## src/rtl/psum_drain.sv

```systemverilog
// Column-bottom collector: accumulates four signed psum lanes over acc_len beats into a 2-entry output FIFO.
// Optional saturating arithmetic and sat_flag output when PSUM_DRAIN_SAT_EN is defined.
module psum_drain #(
  parameter int COL_WIDTH = 11,
  parameter int ACC_WIDTH = 20,
  parameter int LEN_WIDTH = 8
) (
  input  logic                   clk,
  input  logic                   rst,
  input  logic [COL_WIDTH*4-1:0] psum_in,
  input  logic                   psum_valid,
  output logic                   psum_ready,
  input  logic [LEN_WIDTH-1:0]   acc_len,
  input  logic                   fold,
  output logic [ACC_WIDTH*4-1:0] out_data,
  output logic                   out_valid,
  input  logic                   out_ready,
  output logic [1:0]             out_count
`ifdef PSUM_DRAIN_SAT_EN
  ,
  output logic                   sat_flag
`endif
);

`ifdef PSUM_DRAIN_SAT_EN
  localparam int ENTRY_W = ACC_WIDTH*4 + 1;
`else
  localparam int ENTRY_W = ACC_WIDTH*4;
`endif

  typedef enum logic [0:0] {IDLE, ACCUM} state_t;

  state_t                 state, state_next;
  logic [ACC_WIDTH-1:0]   acc [4];
  logic [LEN_WIDTH-1:0]   beat_cnt;
  logic [LEN_WIDTH-1:0]   len_q;
  logic                   fold_q;

  logic                   accept;
  logic                   pop;
  logic                   push;
  logic                   last_beat;
  logic                   fold_eff;
  logic [LEN_WIDTH-1:0]   len_eff;
  logic [ACC_WIDTH-1:0]   ext [4];
  logic [ACC_WIDTH-1:0]   addend [4];
  logic [ACC_WIDTH-1:0]   base [4];
  logic [ACC_WIDTH-1:0]   sum [4];
  logic [ENTRY_W-1:0]     entry_in;

  logic [ENTRY_W-1:0]     buf_mem [2];
  logic                   rd_ptr;
  logic                   wr_ptr;
  logic [1:0]             count;

`ifdef PSUM_DRAIN_SAT_EN
  logic                   sat_q;
  logic                   sat_any;
  logic [3:0]             lane_sat;
  logic [ACC_WIDTH:0]     wide [4];
`endif

  assign psum_ready = (count != 2'd2);
  assign accept     = psum_valid && psum_ready;
  assign out_valid  = (count != 2'd0);
  assign out_count  = count;
  assign pop        = out_valid && out_ready;

  // On the first beat of a result, length and fold come straight from the inputs.
  assign fold_eff  = (state == IDLE) ? fold : fold_q;
  assign len_eff   = (state == IDLE) ? ((acc_len == '0) ? LEN_WIDTH'(1) : acc_len) : len_q;
  assign last_beat = (state == IDLE) ? (len_eff == LEN_WIDTH'(1))
                                     : ((beat_cnt + 1'b1) == len_q);
  assign push      = accept && last_beat;

  always_comb begin
    for (int k = 0; k < 4; k++) begin
      ext[k]    = {{(ACC_WIDTH-COL_WIDTH){psum_in[k*COL_WIDTH+COL_WIDTH-1]}},
                   psum_in[k*COL_WIDTH +: COL_WIDTH]};
      addend[k] = fold_eff ? '0 : ext[k];
      base[k]   = (state == ACCUM) ? acc[k] : '0;
    end
    if (fold_eff) addend[0] = ext[0] + ext[1] + ext[2] + ext[3];
  end

`ifdef PSUM_DRAIN_SAT_EN
  // Overflow shows up as the two top bits of the widened sum disagreeing.
  always_comb begin
    lane_sat = '0;
    for (int k = 0; k < 4; k++) begin
      wide[k] = {base[k][ACC_WIDTH-1], base[k]} + {addend[k][ACC_WIDTH-1], addend[k]};
      sum[k]  = wide[k][ACC_WIDTH-1:0];
      if (wide[k][ACC_WIDTH] != wide[k][ACC_WIDTH-1]) begin
        lane_sat[k] = 1'b1;
        sum[k] = wide[k][ACC_WIDTH] ? {1'b1, {(ACC_WIDTH-1){1'b0}}}
                                    : {1'b0, {(ACC_WIDTH-1){1'b1}}};
      end
    end
    sat_any  = ((state == ACCUM) && sat_q) || (lane_sat != 4'd0);
    entry_in = {sat_any, sum[3], sum[2], sum[1], sum[0]};
  end
`else
  always_comb begin
    for (int k = 0; k < 4; k++) sum[k] = base[k] + addend[k];
    entry_in = {sum[3], sum[2], sum[1], sum[0]};
  end
`endif

  always_comb begin
    state_next = state;
    if (accept) state_next = last_beat ? IDLE : ACCUM;
  end

  always_ff @(posedge clk) begin
    if (rst) begin
      state    <= IDLE;
      beat_cnt <= '0;
      len_q    <= '0;
      fold_q   <= 1'b0;
      for (int k = 0; k < 4; k++) acc[k] <= '0;
    end else begin
      state <= state_next;
      if (accept) begin
        if (state == IDLE) begin
          len_q  <= len_eff;
          fold_q <= fold;
        end
        if (last_beat) begin
          beat_cnt <= '0;
          for (int k = 0; k < 4; k++) acc[k] <= '0;
        end else begin
          beat_cnt <= beat_cnt + 1'b1;
          for (int k = 0; k < 4; k++) acc[k] <= sum[k];
        end
      end
    end
  end

`ifdef PSUM_DRAIN_SAT_EN
  always_ff @(posedge clk) begin
    if (rst) sat_q <= 1'b0;
    else if (accept) sat_q <= last_beat ? 1'b0 : sat_any;
  end
`endif

  // Two-entry FIFO; push never lands on a full buffer since psum_ready gates accepts.
  always_ff @(posedge clk) begin
    if (rst) begin
      buf_mem[0] <= '0;
      buf_mem[1] <= '0;
      rd_ptr     <= 1'b0;
      wr_ptr     <= 1'b0;
      count      <= 2'd0;
    end else begin
      if (push) begin
        buf_mem[wr_ptr] <= entry_in;
        wr_ptr          <= ~wr_ptr;
      end
      if (pop) rd_ptr <= ~rd_ptr;
      if (push && !pop)      count <= count + 2'd1;
      else if (pop && !push) count <= count - 2'd1;
    end
  end

  assign out_data = buf_mem[rd_ptr][ACC_WIDTH*4-1:0];
`ifdef PSUM_DRAIN_SAT_EN
  assign sat_flag = buf_mem[rd_ptr][ENTRY_W-1];
`endif

endmodule
```

## config.mk

```make
export PLATFORM = sky130hd
export DESIGN_NAME = psum_drain
export DESIGN_NICKNAME = d
export VERILOG_FILES = /design/src/rtl/psum_drain.sv
export SDC_FILE = /design/constraint.sdc
export NUM_CORES = 1
export LEC_CHECK = 0
export CAP_MARGIN = 20
export CORE_AREA = 10 10 175 177
export DETAILED_ROUTE_END_ITERATION = 12
export DIE_AREA = 0 0 185 187
export PLACE_DENSITY = 0.88
export SKIP_CTS_REPAIR_TIMING = 1
export SYNTH_ARGS = -nofsm -noshare
export SYNTH_HDL_FRONTEND = slang
export SYNTH_SLANG_ARGS = --single-unit
```

## constraint.sdc

```tcl
create_clock -name clk -period 6.86 [get_ports clk]
set_input_delay 1.372 -clock clk [delete_from_list [all_inputs] [get_ports clk]]
set_output_delay 1.372 -clock clk [all_outputs]
set_load 0.1 [all_outputs]
```

== Yosys cells after proc, flatten, opt, wreduce, memory -nomap -nowiden ==
Memories as Yosys holds them, arrays and structs flattened. A register that Yosys moved wholly into a read port is not among the register bits.
Index checks and enable logic that the tools add are counted.
Widths: inputs -> output; s select.

* Memories: 2
* Output and inout port bits: 84
* Input port bits: 57
* Register bits after elaboration: 22
* Bits in writable memories: 240

{| class="wikitable"
|+ Memories
! name !! words !! bits a word !! rd ports !! clocked after memory_dff !! write ports !! RTL line !! source
|-
| buf_mem || 2 || 80 || 1 || 1 || 2 || 51 || <nowiki>logic [ENTRY_W-1:0] buf_mem [2];</nowiki>
|-
| acc || 4 || 20 || 4 || 0 || 4 || 34 || <nowiki>logic [ACC_WIDTH-1:0] acc [4];</nowiki>
|}

* Muxes and demuxes: 41
* Reduce and logical (&&, ||, !) cells: 12
* Equal/unequal tests: 3
* Bitwise operators: 11
* $add $sub $neg: 10

{| class="wikitable"
|+ Operators by type and width
! kind !! count
|-
| $mux 20 || 16
|-
| $add 20x20->20 || 4
|-
| $mux 80 || 1
|-
| $reduce_or 80->1 || 1
|-
| $mux 8 || 3
|-
| $mux 1 || 19
|-
| $add 13x11->14 || 1
|-
| $add 12x11->13 || 1
|-
| $add 11x11->12 || 1
|-
| $add 8x1->8 const B || 1
|-
| $eq 8x1->1 const B || 1
|-
| $eq 8x8->1 || 1
|-
| $logic_not 8->1 || 1
|-
| $or 1x1->1 || 8
|-
| $logic_and 1x1->1 || 5
|-
| $mux 2 || 2
|-
| $reduce_bool 2->1 || 2
|-
| $not 1->1 || 3
|-
| $add 2x1->2 const B || 1
|-
| $logic_not 1->1 || 2
|-
| $ne 2x2->1 const B || 1
|-
| $reduce_and 2->1 || 1
|-
| $sub 2x1->2 const B || 1
|}

== Depth between registers and ports, before layout ==
Gate-level depths: netlist of the first run.

* Depth after elaboration: 11
* Mapped depth: 24

== Worst setup path before layout of the first run ==
Ideal clock, no wire load.

* Path type: register -> register
* From: register count[0], in the netlist out_count[0]
* To: memory buf_mem[0][0] (netlist bit) (enable)
* Arrival: 6188 ps
* Period minus slack after synthesis: 6723 ps
* Setup slack: 137 ps
* Stages on the path, launching flop included: 6
* Cell sequence: dfxtp_1 > nand2b_1 > and2_1 > clkbuf_1 > nand2_2 > o21bai_1

{| class="wikitable"
|+ RTL lines
! item !! RTL line !! source
|-
| start: declaration || 54 || <nowiki>logic [1:0] count;</nowiki>
|-
| start signal: assignment || 160 || <nowiki>if (push && !pop) count <= count + 2'd1;</nowiki>
|-
| start signal: assignment || 161 || <nowiki>else if (pop && !push) count <= count - 2'd1;</nowiki>
|-
| end: declaration || 51 ||
|}

==> metrics, run 1 <==
status=complete, no violations; CTS sink cnt=263; Avg WL per Cell=18.7 µm; DRC Markers=0; share of cells above drive strength 1=12.2%; worst skew pair latency=0.56 ns; pins over their slew limit=0; Critical Path RT=7.12 ns; Post-DP Area=17600 µm²; CTS tree=yes; Final setup viols=0; commonest non-fill, non-tap cells in the layout=nor2_1 (288), edfxtp_1 (220), clkdlybuf4s50_1 (140), ha_1 (90), inv_1 (85); Cell Pwr Density=332 nW/µm²; Crit Path Class=in -> reg; cell area after layout=18500 µm²; Max-Cap Viols=0; post-synthesis async set-or-reset flop share=0%; row count=61; Yosys cell types=73; sequential share of the synthesized area=47.5%; critical path peak fanout=4; Die X=185 µm; Leak=7.58 nW; Slew headroom=31.7%; largest net degree at the start of global routing=79; Net Count, Synth=1697; initial antenna violation count=0; Slew @ Worst Pin=1.02 ns; port buffer count=140; Synth warnings=0; routed wire length=37.9 mm; Worst Clk Skew=0.0283 ns; Reg clk slew, reported paths=0.06 ns; Num CTS Buffers=28; synthesis-stage register bit count=263; clock tree root driver cell=clkbuf_16; Vias=11700; period utilization=96.1%; CP Launch Type=input port; routability congestion estimate=0.918; min cycle time layout=6.59 ns; mapped cell area=15700 µm²; maximum clock insertion buffer count=3; fin worst setup slack=0.265 ns; core box area=27300 µm²; RSZ-0062 raised after global routing=false; post-placement setup slack=-0.258 ns; Hold Crit Class=reg -> reg; Hold Fails Final Rpt=0; Setup TNS=0 ns; critical path arrival=6.86 ns; H-tree depth=1; vias per inst=5.77; area delta synth->final=17.5%; initial core utilization=57.6%; Die Area=34600 µm²; hold slack=0.450 ns; worst vdd ir=0.309 mV; Util after Layout=67.6%; R2R Setup Slk=2.21 ns; fmax=152 MHz; Final ANT Viol Nets=0; DRT Pass-1 Iters=8; hpwl dp=26.5 mm; Layout Nets=1835; commonest non-fill, non-tap cell in the layout=nor2_1; initial drt markers=898; Synth Area per Inst=10.3 µm²; first-pass GRT wire length=60.9 mm; GRT overflow=0; Post-synth EDFFs=220; Die H=187 µm; crit end category=register; GRT Total Usage=21.6%; number of global-route vias before repair=12000; Synth Flop Type=edfxtp_1; Post-Syn Instances=1523; I/O pin total=141
## power breakdown
group / internal (mW) / switching, mW
sequential: 1.92 / 0.0874
clock: 0.863 / 0.631
combinational: 0.830 / 1.80
## layer usage
layer | share of wire (%) | track usage, % | up-vias
met1 | 39 | 25.3 | 5657
met4 | 2.6 | 6.57 | 0
met5 | 0 | 0 | -
met2 | 51 | 38.9 | 422
met3 | 7.0 | 3.69 | 76
li1 | - | - | 5558
## worst max-delay path: stages
cell and delay [ns]:
clkdlybuf4s50_1 0.57, inv_1 0.10, fa_1 0.48, inv_1 0.05, fa_1 0.48, ha_1 0.24, a21o_1 0.19, a21oi_1 0.23
o21bai_1 0.12, a31o_2 0.25, a21oi_1 0.18, nor2b_1 0.07, o21a_1 0.19, nor2_1 0.12, xor2_1 0.14, o21ai_0 0.09
ha_1 0.24, or3_1 0.41, o31a_1 0.30, a31o_1 0.19, o41a_1 0.34, o211ai_2 0.21, xor2_2 0.19, nor2_1 0.07
## state kept, by name, summed over array words and instances, names as in the netlist, named ones only
register   count
len_q          8
out_count      2
wr_ptr         1
rd_ptr         1
state          1
beat_cnt       8
acc           80
fold_q         1
buf_mem      160
## stage by stage
step | std cells | power [mW]
global placement | 1977 | 4.58
finish | 2029 | 6.13
floorplan | 1523 | 4.02
CTS | 2028 | 6.14
detailed placement | 1977 | 4.64
global route | 2028 | 6.40
## synth_stat cells (all sizes together) (4+ instances only)
| master | number | share of area, % |
|---|---|---|
| o31ai | 6 | 0.32 |
| a21oi | 82 | 2.6 |
| o21ai | 64 | 2.1 |
| nor3 | 26 | 0.86 |
| nand4 | 5 | 0.20 |
| and3 | 7 | 0.28 |
| o211ai | 6 | 0.32 |
| nand2 | 74 | 1.8 |
| buf | 12 | 0.49 |
| inv | 88 | 2.1 |
| a31o | 4 | 0.22 |
| a211oi | 9 | 0.49 |
| edfxtp | 220 | 42 |
| a21o | 21 | 1.0 |
| or3 | 9 | 0.36 |
| fa | 27 | 3.4 |
| a31oi | 5 | 0.20 |
| nor2b | 18 | 0.72 |
| dfxtp | 43 | 5.5 |
| nor2 | 309 | 7.7 |
| and2 | 82 | 3.3 |
| o21bai | 8 | 0.38 |
| clkbuf | 49 | 1.2 |
| o22ai | 4 | 0.25 |
| nand2b | 16 | 0.64 |
| mux2 | 81 | 5.8 |
| nand3 | 7 | 0.25 |
| o21a | 14 | 0.67 |
| ha | 90 | 7.2 |
| xor2 | 56 | 3.1 |
| xnor2 | 41 | 2.3 |
## layout make-up
class                   count  area, µm²
clock inverters            20        198
well taps                 346        433
flip-flops and latches    263       7470
inverters                  88        330
repair buffers            169       1620
clock buffers              31        712
diodes                      1       2.50
multi-input cells        1111       7710
fillers                  2011       8850
## final timing paths
path | depth (start not counted) | start | end
max | 24 | psum_in[23] | buf_mem[0][19]$_SDFFCE_PN0P_
max reg2reg | 15 | state$_SDFFE_PP0P_ | buf_mem[0][18]$_SDFFCE_PN0P_
min | 2 | acc[2][11]$_SDFFE_PP0P_ | acc[2][11]$_SDFFE_PP0P_
min reg2reg | 2 | acc[2][11]$_SDFFE_PP0P_ | acc[2][11]$_SDFFE_PP0P_
## cell families (layout without fill, tap and decap cells)
group | count (synthesis) | in the layout | share of synthesized area [%]
xor+xnor | 97 | 97 | 5.40
simple gates | 567 | 567 | 16.8
other cells | 0 | 1 | 0
mux | 84 | 84 | 6.01
buf+inv | 149 | 308 | 3.76
compound gates | 246 | 246 | 10.0
flops | 263 | 263 | 47.5
fa+ha+maj | 117 | 117 | 10.6
Note: power is estimated with default switching activity, not from simulation.
==> inputs of run 2 (changes only) <==
--- a/config.mk
+++ b/config.mk
@@ -5,11 +5,13 @@
 export SDC_FILE = /design/constraint.sdc
 export NUM_CORES = 1
 export LEC_CHECK = 0
+export ABC_AREA = 1
 export CAP_MARGIN = 20
-export CORE_AREA = 10 10 175 177
+export CORE_AREA = 10 10 174 176
+export CTS_BUF_LIST = sky130_fd_sc_hd__clkbuf_2 sky130_fd_sc_hd__clkbuf_4 sky130_fd_sc_hd__clkbuf_8
 export DETAILED_ROUTE_END_ITERATION = 12
-export DIE_AREA = 0 0 185 187
-export PLACE_DENSITY = 0.88
+export DIE_AREA = 0 0 184 186
+export PLACE_DENSITY = 0.91
 export SKIP_CTS_REPAIR_TIMING = 1
 export SYNTH_ARGS = -nofsm -noshare
 export SYNTH_HDL_FRONTEND = slang
==> run 2 against run 1 <==
  * Sequential power fell by 3%
  * Clock power down 6%
  * Clock-buffer cell count is 38 higher
  * Global-route usage up 3.0 points
  * Clock skew up 0.0068 ns
  * Synthesized area is 2.6% higher
  * Critical path depth increased by 4
  * Critical endpoint unchanged
==> metrics, run 2 <==
Layout Nets=2116; CP Launch Type=input port; Die X=184 µm; Post-synth top cells=nor2_1 (301), nand2_1 (277), inv_1 (253); Die Area=34200 µm²; initial antenna violation count=0; row count=60; GRT overflow=0; CTS tree=yes; Post-synth EDFFs=220; status=complete, no violations; RSZ-0062 raised after global routing=false; R2R Setup Slk=2.48 ns; crit end category=register; period utilization=86.2%; Synth area leaders=edfxtp_1 (41%), nor2_1 (7.0%), ha_1 (7.0%); most frequent cell after synthesis=nor2_1; R2R depth=17; port buffer count=140; maximum clock insertion buffer count=3; Reg clk slew, reported paths=0.06 ns; DRT Pass-1 Iters=6; Worst Clk Skew=0.0351 ns; critical path peak fanout=5; mapped cell area=16100 µm²; Slew headroom=26.2%; CTS sink cnt=263; Cell Pwr Density=274 nW/µm²; # diodes=0; routability congestion estimate=0.973; Slew @ Worst Pin=1.10 ns; Leak=8.58 nW; H-tree depth=2; initial drt markers=1052; pins over their slew limit=0; Max-Cap Viols=0; GRT Total Usage=24.6%; Final setup viols=0; initial core utilization=60.4%; Avg WL per Cell=18.3 µm; Largest register FFs=160; number of global-route vias before repair=13200; synthesis-stage register bit count=263; Crit Path Class=in -> reg; worst skew pair latency=0.57 ns; share of the synthesized area in the top cell type=40.9%; Synth Flop Type=edfxtp_1; clock tree root driver cell=clkbuf_8; Die H=186 µm; sequential share of the synthesized area=46.3%; reg-to-reg critical path endpoint=buf_mem[0][79]$_SDFFCE_PN0P_; min cycle time layout=5.91 ns; DRC Markers=0; final std cells w/o fill=2314; hold endpoint=len_q[3]$_SDFFE_PP0P_; Synth area leader=edfxtp_1; Num CTS Buffers=43; biggest regs=buf_mem: 160 flops, acc: 80 flops; Util after Layout=70.1%; hpwl dp=30.3 mm; routed wire length=42.4 mm; fmax=169 MHz; commonest non-fill, non-tap cells in the layout=nor2_1 (301), nand2_1 (275), inv_1 (253), edfxtp_1 (220), clkdlybuf4s50_1 (140); critical path arrival=6.19 ns; Critical Path RT=7.13 ns; Synth Area per Inst=8.96 µm²; Hold Crit Class=reg -> reg; Synth warnings=0; vias per inst=5.60; HP Start=len_q[3]$_SDFFE_PP0P_; Net Count, Synth=1975; largest net degree at the start of global routing=81; share of cells above drive strength 1=9.43%; I/O pin total=141; most flop-heavy register=buf_mem; Yosys cell types=40; Post-Syn Instances=1801; area delta synth->final=16.0%; r2r startpoint=state$_SDFFE_PP0P_; Hold Fails Final Rpt=0; Final ANT Viol Nets=0; Hold Crit Depth=2; worst vdd ir=0.269 mV; Setup TNS=0 ns; post-synthesis async set-or-reset flop share=0%; commonest non-fill, non-tap cell in the layout=nor2_1; first-pass GRT wire length=66.8 mm; core box area=26700 µm²; Placed Cells incl. Taps=2238; Vias=13000
run 2: metal layers:
layer	up-vias	part of all wire (%)	global-route usage (%)
met1	6086	40	29.8
met4	0	2.9	9.01
li1	6243	-	-
met3	78	8.2	5.30
met2	552	49	42.2
met5	-	0	0
run 2: cell families after synthesis:
kind of cell	Yosys count	synth area share (%)
buffers and inverters	315	7.51
muxes	80	5.58
adders and majority gates	117	10.3
DFF	263	46.3
xor gates and xnor gates	83	4.50
and+or+nand+nor	708	17.9
AOI/OAI and AO/OA	235	7.89
run 2: critical path: stages:
cell and delay (ns):
clkdlybuf4s50_1 0.49, inv_1 0.10, fa_1 0.49, fa_1 0.51, inv_1 0.04, ha_1 0.34
a21oi_1 0.16, nand2_1 0.11, nand2_1 0.10, nand2_1 0.06, a21oi_1 0.16, nor2_1 0.07
o21ai_0 0.15, nand2_1 0.11, xnor2_1 0.15, o21ai_0 0.11, ha_1 0.39, a21oi_1 0.20
o21ai_0 0.15, a21oi_1 0.15, o21a_1 0.17, inv_1 0.06, nand3_1 0.08, nand2_1 0.12
nand2_1 0.10, nand3_1 0.07, nand2_1 0.12, nor2_1 0.06
run 2: area by class of cell:
cell class,instances,area [µm²]
clock buffers,69,812
clock inverters,7,56.3
fillers,2037,8000
inverters,257,967
multi-input cells,1223,7480
flip-flops and latches,263,7470
well taps,341,427
repair buffers,154,1510
run 2: worst max path at each step:
stage	startpoint	to	slack, ns
floorplan	out_count[0]$_SDFFE_PP0P_	buf_mem[0][0]$_SDFFCE_PN0P_	0.29
global placement	psum_in[1]	buf_mem[1][19]$_SDFFCE_PN0P_	0.63
detailed placement	psum_in[1]	buf_mem[0][14]$_SDFFCE_PN0P_	0.49
CTS	psum_in[14]	buf_mem[0][19]$_SDFFCE_PN0P_	1.06
global route	psum_in[14]	buf_mem[1][17]$_SDFFCE_PN0P_	0.56
finish	psum_in[14]	buf_mem[0][19]$_SDFFCE_PN0P_	0.95
run 2: power breakdown:
group	switching, mW	internal, mW
registers	0.0659	1.86
clock network	0.620	0.783
logic	1.26	0.533
total	1.95	3.18
run 2: per-stage QoR:
stage          setup slack [ns]  power [mW]  hold slack [ns]  area, µm²
3_3_place_gp              0.633        3.68            0.449      17900
5_1_grt                   0.560        5.36            0.502      18700
2_1_floorplan             0.287        3.31            0.444      16100
6_report                  0.946        5.13            0.476      18700
4_1_cts                    1.06        5.13            0.477      18700
3_5_place_dp              0.487        3.73            0.469      17900
==> RTL change, RTL diff (settings of run 1) <==
Change the parameter `COL_WIDTH` from 11 to 15.
--- a/src/rtl/psum_drain.sv
+++ b/src/rtl/psum_drain.sv
@@ -1,7 +1,7 @@
 // Column-bottom collector: accumulates four signed psum lanes over acc_len beats into a 2-entry output FIFO.
 // Optional saturating arithmetic and sat_flag output when PSUM_DRAIN_SAT_EN is defined.
 module psum_drain #(
-  parameter int COL_WIDTH = 11,
+  parameter int COL_WIDTH = 15,
   parameter int ACC_WIDTH = 20,
   parameter int LEN_WIDTH = 8
 ) (
Interface: changed (resized psum_in); port bits go from 141 to 157. No check against the original RTL was run, so the function may have changed too.
==> RTL change against run 1 <==
Maximum frequency rose by 1.5%. Routed wire length up 15%. Power rose by 4.6%. Non-clock buffer count grew 10. Worst setup slack improved by 96 ps. Clock power up 4%. Critical path depth fell by 1. Hold slack got worse by 1.4 ps. Area after synthesis rose by 4.6%. Global-route usage rose by 2.9 points. Sequential cell count stayed put. Final area is 4.9% higher.
==> RTL change: results (changes against run 1) <==
outcome=finished clean (unchanged); M1 GR Usage=28.6% (was 25.3%); wire per inst=20.0 um (was 18.7 um); maximum VDD drop=0.000384 V (was 0.000309 V); layout cell share with drive strength beyond 1=9.37% (was 12.2%); clk_skew=33.7 ps (was 28.3 ps); met2 Usage GRT=42.2% (was 38.9%); placed cell area=18400 um^2 (was 17600 um^2); DRT iter0 DRCs=1147 (was 898); P_leak=8.00 nW (was 7.58 nW); routing usage on met3=6.74% (was 3.69%); M1 wire length=16300 um (was 14900 um); nets@finish=2006 (was 1835); post-synthesis compound-gate area fraction=11.0% (was 10.0%); area taken by multi-input logic gates=8310 um^2 (was 7710 um^2); first-pass GRT wire length=68200 um (was 60900 um); Layout Cells excl Fill=2172 (was 2029); vias per cell=5.98 (was 5.77); Initial DRT Pass Iterations=6 (was 8); NonClk Buf Share=9.11% (was 8.76%); Port Buffer Count=156 (was 140); number of fill cells=1950 (was 2011); Area contributors post-synth=edfxtp_1, nor2_1, ha_1, mux2_2, dfxtp_1 (was edfxtp_1, ha_1, nor2_1, mux2_2, dfxtp_1); most frequent cells after synthesis=nor2_1, edfxtp_1, inv_1 (was nor2_1, edfxtp_1, ha_1); Post-Synth XOR/XNOR Area=4.84% (was 5.40%); crit-path max cell delay=550 ps (was 570 ps); placed insts=2119 (was 1977); post-synth cell types=69 (was 73); largest net degree at the start of global routing=84 (was 79); Area Overhead vs Synth=17.8% (was 17.5%); Post-DP HPWL=30900 um (was 26500 um); Netlist Area Pre-Place=16500 um^2 (was 15700 um^2); H-tree depth=1 (unchanged); clk_buf instances=37 (was 31); Clock-cell share=4.86% (was 4.92%); share of the yosys chip area belonging to registers=45.4% (was 47.5%); Non-clk bufs=179 (was 169); Multi-Input Combinational=1211 (was 1111); vias in the first global route=13.2k (was 12.0k); hold crit path type=reg -> reg (unchanged); GRT Total Usage=24.5% (was 21.6%); initial antenna violation count=2 (was 0); Slew HR=30.4% (was 31.7%); crit path from=psum_in[2] (was psum_in[23]); Hold Path Origin=acc[2][18] (was acc[2][11])
## RTL change: cell count changes in the layout (fill, tap and decap cells not counted), sizes merged, moves of 7 or more
| cell | before | now |
|---|---|---|
| inv | 89 | 120 |
| nor2 | 309 | 329 |
| clkdlybuf4s50 | 140 | 156 |
| a21oi | 82 | 92 |
| nand2 | 74 | 83 |
| nand3 | 7 | 16 |
| fa | 27 | 35 |
| o21ai | 64 | 71 |
## RTL change: cell families after synthesis
logic type / after synthesis
buffers and inverters: 186
AOI/OAI and AO/OA: 289
and+or+nand+nor: 617
adders and majority gates: 130
DFF: 263
muxes: 84
xor gates and xnor gates: 91
## RTL change: final timing paths
path / slack (ps) / cells after the start / to
max: 360 / 23 / buf_mem[0][19]
min reg2reg: 450 / 2 / acc[2][18]
min: 450 / 2 / acc[2][18]
max reg2reg: 2360 / 12 / buf_mem[0][13]
## RTL change: power by group
part	switching, mW	internal, mW
logic	1.94	0.908
registers	0.0928	1.92
clock network	0.642	0.907
total	2.68	3.73
